$ cat src/rtl/i2c_arb_pkg.sv
// Shared types and widths for the i2c_arbiter slice: FSM state encoding and datapath widths.
package i2c_arb_pkg;

    localparam int unsigned ADDR_W = 7;
    localparam int unsigned DATA_W = 8;
    localparam int unsigned TMO_W  = 16;

    typedef enum logic [2:0] {
        StIdle   = 3'd0,
        StLoad   = 3'd1,
        StStrt   = 3'd2,
        StWaitLo = 3'd3,
        StWaitHi = 3'd4,
        StDone   = 3'd5
    } arb_state_e;

    // Width of a requester index; never zero so single-bit vectors stay legal.
    function automatic int unsigned idx_width(input int unsigned n);
        return (n > 1) ? $clog2(n) : 1;
    endfunction

endpackage

$ cat src/rtl/i2c_rr_pick.sv
// Combinational round-robin picker: first set request at or after the pointer, wrapping.
module i2c_rr_pick #(
    parameter int unsigned NREQ = 4,
    parameter int unsigned IDXW = 2
) (
    input  logic [NREQ-1:0] req,
    input  logic [IDXW-1:0] pointer,
    output logic [NREQ-1:0] winner,
    output logic [IDXW-1:0] index,
    output logic            valid
);

    int pos;

    always_comb begin
        winner = '0;
        index  = '0;
        valid  = 1'b0;
        pos    = 0;
        for (int unsigned i = 0; i < NREQ; i++) begin
            pos = int'(pointer) + int'(i);
            if (pos >= int'(NREQ)) begin
                pos = pos - int'(NREQ);
            end
            if (!valid && req[pos]) begin
                valid = 1'b1;
                index = IDXW'(pos);
            end
        end
        if (valid) begin
            winner[index] = 1'b1;
        end
    end

endmodule

$ cat src/rtl/i2c_arbiter.sv
// Round-robin arbiter sharing one i2c_master among NREQ single-byte write requesters.
// Define ARB_TIMEOUT_EN to add a per-transaction watchdog that aborts and resets the master.
module i2c_arbiter
    import i2c_arb_pkg::*;
#(
    parameter int unsigned NREQ    = 4,
    parameter int unsigned TIMEOUT = 65535
) (
    input  logic                     clk,
    input  logic                     reset,
    input  logic [NREQ-1:0]          req,
    input  logic [ADDR_W*NREQ-1:0]   req_addr,
    input  logic [DATA_W*NREQ-1:0]   req_data,
    output logic [NREQ-1:0]          grant,
    output logic [NREQ-1:0]          done,
    output logic [NREQ-1:0]          err,
    output logic                     busy,
    output logic [ADDR_W-1:0]        m_addr,
    output logic [DATA_W-1:0]        m_data,
    output logic                     m_start,
    input  logic                     m_ready,
    input  logic                     m_ack_fail,
    output logic                     m_reset
);

    localparam int unsigned IDXW = idx_width(NREQ);

    if (NREQ < 2 || NREQ > 8 || TIMEOUT == 0 || TIMEOUT > 65535) begin : g_param_check
        $error("i2c_arbiter: NREQ or TIMEOUT out of range");
    end

    arb_state_e        state_q, state_d;
    logic [IDXW-1:0]   ptr_q, ptr_d;
    logic [IDXW-1:0]   win_q, win_d;
    logic [NREQ-1:0]   grant_q, grant_d;
    logic [NREQ-1:0]   done_q, done_d;
    logic [NREQ-1:0]   err_q, err_d;
    logic              busy_q, busy_d;
    logic [ADDR_W-1:0] m_addr_q, m_addr_d;
    logic [DATA_W-1:0] m_data_q, m_data_d;
    logic              m_start_q, m_start_d;
    logic              m_reset_d;

    logic [NREQ-1:0]   pick_onehot;
    logic [IDXW-1:0]   pick_idx;
    logic              pick_valid;

    i2c_rr_pick #(
        .NREQ (NREQ),
        .IDXW (IDXW)
    ) u_pick (
        .req     (req),
        .pointer (ptr_q),
        .winner  (pick_onehot),
        .index   (pick_idx),
        .valid   (pick_valid)
    );

`ifdef ARB_TIMEOUT_EN
    localparam logic [TMO_W-1:0] TMO_LAST = TMO_W'(TIMEOUT - 1);
    logic [TMO_W-1:0] tmo_q, tmo_d;
    logic             m_reset_q;
`endif

    always_comb begin
        state_d   = state_q;
        ptr_d     = ptr_q;
        win_d     = win_q;
        grant_d   = grant_q;
        done_d    = '0;
        err_d     = '0;
        m_addr_d  = m_addr_q;
        m_data_d  = m_data_q;
        m_start_d = 1'b1;
        m_reset_d = 1'b1;
`ifdef ARB_TIMEOUT_EN
        tmo_d     = tmo_q;
`endif

        unique case (state_q)
            StIdle: begin
                // Winner's slices are captured here so m_addr/m_data are valid during LOAD.
                if (pick_valid && m_ready) begin
                    state_d  = StLoad;
                    win_d    = pick_idx;
                    grant_d  = pick_onehot;
                    m_addr_d = req_addr[int'(pick_idx)*ADDR_W +: ADDR_W];
                    m_data_d = req_data[int'(pick_idx)*DATA_W +: DATA_W];
                end
            end
            StLoad: begin
                state_d   = StStrt;
                m_start_d = 1'b0;
            end
            StStrt: begin
                state_d = StWaitLo;
            end
            StWaitLo: begin
                if (!m_ready) begin
                    state_d = StWaitHi;
                end
            end
            StWaitHi: begin
                if (m_ready) begin
                    state_d       = StDone;
                    done_d[win_q] = 1'b1;
                    err_d[win_q]  = m_ack_fail;
                end
            end
            StDone: begin
                state_d = StIdle;
                grant_d = '0;
                ptr_d   = (win_q == IDXW'(NREQ - 1)) ? '0 : win_q + 1'b1;
            end
            default: begin
                state_d = StIdle;
                grant_d = '0;
            end
        endcase

`ifdef ARB_TIMEOUT_EN
        if (state_q == StLoad) begin
            tmo_d = '0;
        end else if (state_q == StWaitLo || state_q == StWaitHi) begin
            tmo_d = tmo_q + 1'b1;
            // A normal completion in the same cycle wins over the watchdog.
            if (tmo_q == TMO_LAST && state_d != StDone) begin
                state_d       = StDone;
                done_d        = '0;
                err_d         = '0;
                done_d[win_q] = 1'b1;
                err_d[win_q]  = 1'b1;
                m_reset_d     = 1'b0;
            end
        end
`endif

        busy_d = (state_d != StIdle);
    end

    always_ff @(posedge clk) begin
        if (!reset) begin
            state_q   <= StIdle;
            ptr_q     <= '0;
            win_q     <= '0;
            grant_q   <= '0;
            done_q    <= '0;
            err_q     <= '0;
            busy_q    <= 1'b0;
            m_addr_q  <= '0;
            m_data_q  <= '0;
            m_start_q <= 1'b1;
        end else begin
            state_q   <= state_d;
            ptr_q     <= ptr_d;
            win_q     <= win_d;
            grant_q   <= grant_d;
            done_q    <= done_d;
            err_q     <= err_d;
            busy_q    <= busy_d;
            m_addr_q  <= m_addr_d;
            m_data_q  <= m_data_d;
            m_start_q <= m_start_d;
        end
    end

`ifdef ARB_TIMEOUT_EN
    always_ff @(posedge clk) begin
        if (!reset) begin
            tmo_q     <= '0;
            m_reset_q <= 1'b1;
        end else begin
            tmo_q     <= tmo_d;
            m_reset_q <= m_reset_d;
        end
    end

    assign m_reset = m_reset_q;
`else
    logic unused_m_reset_d;
    assign unused_m_reset_d = m_reset_d;
    assign m_reset          = 1'b1;
`endif

    assign grant   = grant_q;
    assign done    = done_q;
    assign err     = err_q;
    assign busy    = busy_q;
    assign m_addr  = m_addr_q;
    assign m_data  = m_data_q;
    assign m_start = m_start_q;

endmodule
$ cat config.mk
export PLATFORM = sky130hd
export DESIGN_NAME = i2c_arbiter
export DESIGN_NICKNAME = d
export VERILOG_FILES = /design/src/rtl/i2c_arb_pkg.sv /design/src/rtl/i2c_rr_pick.sv /design/src/rtl/i2c_arbiter.sv
export SDC_FILE = /design/constraint.sdc
export NUM_CORES = 1
export LEC_CHECK = 0
export CORE_ASPECT_RATIO = 0.6
export CORE_MARGIN = 5
export CORE_UTILIZATION = 25
export CTS_CLUSTER_DIAMETER = 100
export DETAILED_ROUTE_END_ITERATION = 8
export HOLD_SLACK_MARGIN = 0.12
export PLACE_DENSITY = 0.64
export SYNTH_ARGS = -nofsm -noshare
export SYNTH_HDL_FRONTEND = slang
export SYNTH_HIERARCHICAL = 1
export SYNTH_SLANG_ARGS = --single-unit
$ cat constraint.sdc
create_clock -name clk -period 2.2 [get_ports clk]
set_clock_uncertainty 0.2 [all_clocks]
set_input_delay 0.44 -clock clk [delete_from_list [all_inputs] [get_ports clk]]
set_output_delay 0.44 -clock clk [all_outputs]
set_load 0.02 [all_outputs]
==> summary.txt <==
Min path
  • Hold Crit Class: register to register
  • Hold Startpoint: m_data[0]
  • Hold Path End: m_data[0]
  • Min-Delay Path Depth: 2

Synthesis
  • Synth warn: 6
  • Top-count cell post-synth: dfxtp_1
  • Post-synth ARST share: 0
  • Post-synthesis sequential area ratio: 0.3596
  • Synth Instances: approximately 190
  • Post-synth EDFFs: 0
  • Yosys cell types: between 40 and 50
  • Most common flop cell mapped by yosys: dfxtp_1
  • FF+latch count, synth: 36
  • Yosys top cell by area: dfxtp_1
  • Commonest cells post-synth: 36 x dfxtp_1, 28 x nand2_1, 15 x mux4_2
  • Synthesized Nets: ~260
  • Mapped cell area: between 0.002 and 0.0025 mm²
  • Mapped Avg Cell Area: 10.72 µm²
  • Synth top area cells: dfxtp_1 36%, mux4_2 17%, o2bb2ai_2 7.5%
  • Post-synth top area share: 0.3596

Clock tree
  • CTS root buffer: clkbuf_16
  • Clk slew on worst S/H paths: roughly 0.060 ns
  • TritonCTS clock tree: yes
  • Clk buf depth: 2
  • Htree depth: 2
  • Worst skew pair latency: 0.27 ns
  • TritonCTS sink count: 36
  • TritonCTS buffer count: 5

Floorplan
  • FP Rows: 25
  • Die Area: around 0.01 mm²
  • Initial cell density of the core: 0.2553
  • IO Pins: between 90 and 100
  • Die Y-Extent: approximately 80 µm
  • CORE AREA: between 0.007 and 0.008 mm²
  • Die Width: around 130 µm

Worst setup path
  • CP Max Fanout: 8
  • Worst setup SP type: input pin
  • RR Endpoint: m_addr[6]
  • R2R Setup Slk: 0.07 ns
  • Setup crit end kind: register
  • WP data required: between 2 and 2.5 ns
  • Crit path kind: input pin to register
  • Cell depth of the worst flop-to-flop path: 7
  • Critical Path AT: 2.11 ns
  • R2R Path Start: ptr_q[1]

Status
  • Status: finished, final reports clean

Routing
  • Final ANT Viol Nets: 0
  • Wirelength per Cell: roughly 14 µm
  • Total wire length: around 5.7 mm
  • Drt pass-1 iters: 4
  • # DRC: 0
  • Vias per cell: ~4.5
  • Total number of vias: 1800
  • Starting DRT DRC Count: between 50 and 60

Global route
  • Largest net degree at the start of global routing: 17
  • First-pass GRT wire length: roughly 9.3 mm
  • Total GRT Usage: 0.1155
  • Antenna violations before repair: 0
  • GR Overflow Total: 0
  • Vias in the first global route: between 1500 and 2000

Pwr
  • Power per cell area: around 570 mW/mm²
  • Int Pwr: ~1.4 mW
  • Combinational share of power: 0.262
  • Sw frac: 0.2603
  • Share of power burned in the clock network: 0.361
  • Pleak: 1.245 nW
  • NetSw: between 400 and 500 µW
  • Worst VDD drop: around 0.38 mV
  • Seq pwr share: 0.377

Cells and area
  • Nets: 366
  • P&R area growth vs syn: 66.98%
  • Proportion of layout cells with a drive suffix above 1: 0.2271
  • Layout fillers: 755
  • Antenna Cells: 0
  • Post-route insts no fill: about 400

STA
  • Minimum clock period: between 2 and 2.5 ns
  • Final Setup Violations: 0
  • RSZ-0062 raised after global routing: true
  • Fin Setup TNS: 0 ns
  • Fin crit share: 0.9713
  • Fin. Hold Viols: 0
  • Fmax: around 470 MHz
  • Max-slew violation count: 0

Flow run
  • Maxcap violations: 0

Placement
  • IO buf count: 96
  • Gpl congestion: just under 0.8
  • Detailed placement HPWL: 4.636 mm
  • Placed Cells: 393
==> how the worst max path moves through the flow <==
stage	startpoint	slack (ns)	to
after floorplan	req[2]	-0.04	m_addr[0]
after global placement	req[2]	-0.37	m_addr[3]
after detailed placement	req[2]	-0.42	m_addr[6]
after CTS	req[2]	0.004	m_addr[6]
after global routing	ptr_q[1]	-0.001	m_addr[5]
final	req[2]	0.06	m_addr[6]
==> worst max-delay path, cell delays in order <==
cell	delay, ns
dlygate4sd2_1	0.26
mux2i_2	0.17
nor2_2	0.07
a311oi_4	0.21
buf_6	0.16
buf_12	0.14
mux4_2	0.51
o2bb2ai_2	0.13
==> per-layer routing <==
metal  share of wire  routed length (µm)  vias to the layer above  global-route usage
met5               0                   0                        -                   0
met3           0.081                 462                        4             0.04906
met2            0.45                2560                       63              0.1818
met1            0.47                2656                      830              0.1489
li1                -                   -                      903                   -
met4          0.0051                  29                        0             0.02273
==> layout make-up <==
class | count | area [µm²] | share of cell area
Timing Repair Buffer | 116 | 1155 | 0.3450
Tap cell | 108 | 135.1 | 0.04037
Clock buffer | 5 | 125.1 | 0.03738
Inverter | 6 | 22.52 | 0.006729
Sequential cell | 36 | 724.4 | 0.2164
Multi-Input combinational cell | 129 | 1166 | 0.3484
Clock inverter | 3 | 18.77 | 0.005607
==> flip-flops by register name (all words and copies together), names as in the netlist <==
name	cells
state_q	3
m_start	1
m_data	8
m_addr	7
ptr_q	2
done	4
win_q	2
busy	1
grant	4
err	4
==> power by group through the flow <==
stage          Clock (mW)  Combinational (mW)  Sequential, mW
2_1_floorplan           0               0.210           0.770
3_3_place_gp            0               0.488           0.732
3_5_place_dp            0               0.493           0.734
4_1_cts             0.707               0.505           0.720
5_1_grt             0.739               0.536           0.723
6_report            0.688               0.498           0.718
==> through the flow <==
stage	utilization	setup WS, ns	cell area (µm²)	power (mW)	hold slack (ns)
after detailed placement	0.4024	-0.4210	3159	1.226	0.2566
final	0.4263	0.06309	3347	1.904	0.2633
after floorplan	-	-0.03729	2022	0.9801	0.2765
after global placement	0.4024	-0.3651	3159	1.219	0.2475
after CTS	0.4252	0.003899	3338	1.931	0.2670
after global routing	0.4263	-0.001426	3347	1.998	0.2871
==> layout by cell type (no fill, tap or decap), types with 2 or more instances in the layout <==
cell type / instances
o221a_2: 2
nor2_1: 5
o2bb2ai_2: 10
nand2b_1: 2
and2b_2: 3
mux4_2: 15
and2_1: 2
ha_1: 4
dlygate4sd2_1: 4
clkbuf_16: 5
nand2_1: 28
o21ai_0: 4
clkdlybuf4s50_1: 92
buf_12: 2
o2bb2ai_1: 6
or3_1: 2
a21oi_1: 5
clkinv_2: 2
and3_1: 8
buf_4: 16
nand3_1: 5
inv_1: 5
a21boi_0: 9
dfxtp_1: 35
==> what timing repair did <==
| item | 4_1_cts | 5_1_grt |
|---|---|---|
| setup endpoints to repair | 15 | 15 |
| pin swaps | 2 | 1 |
| buffers inserted | 1 | 0 |
| hold buffers | 0 | 0 |
| endpoints found under the hold margin | 0 | 0 |
| cloned | 1 | 0 |
| gates resized for setup | 8 | 3 |
==> logic make-up after synthesis <==
group	synth area share
buffers and inverters	0.07053
flip-flops	0.3595
AND/OR/NAND/NOR	0.1710
AO/OA/AOI/OAI	0.1985
adder cells (fa/ha/maj)	0.02497
multiplexers	0.1735
other	0.001871
(Power assumes the default switching activity.)
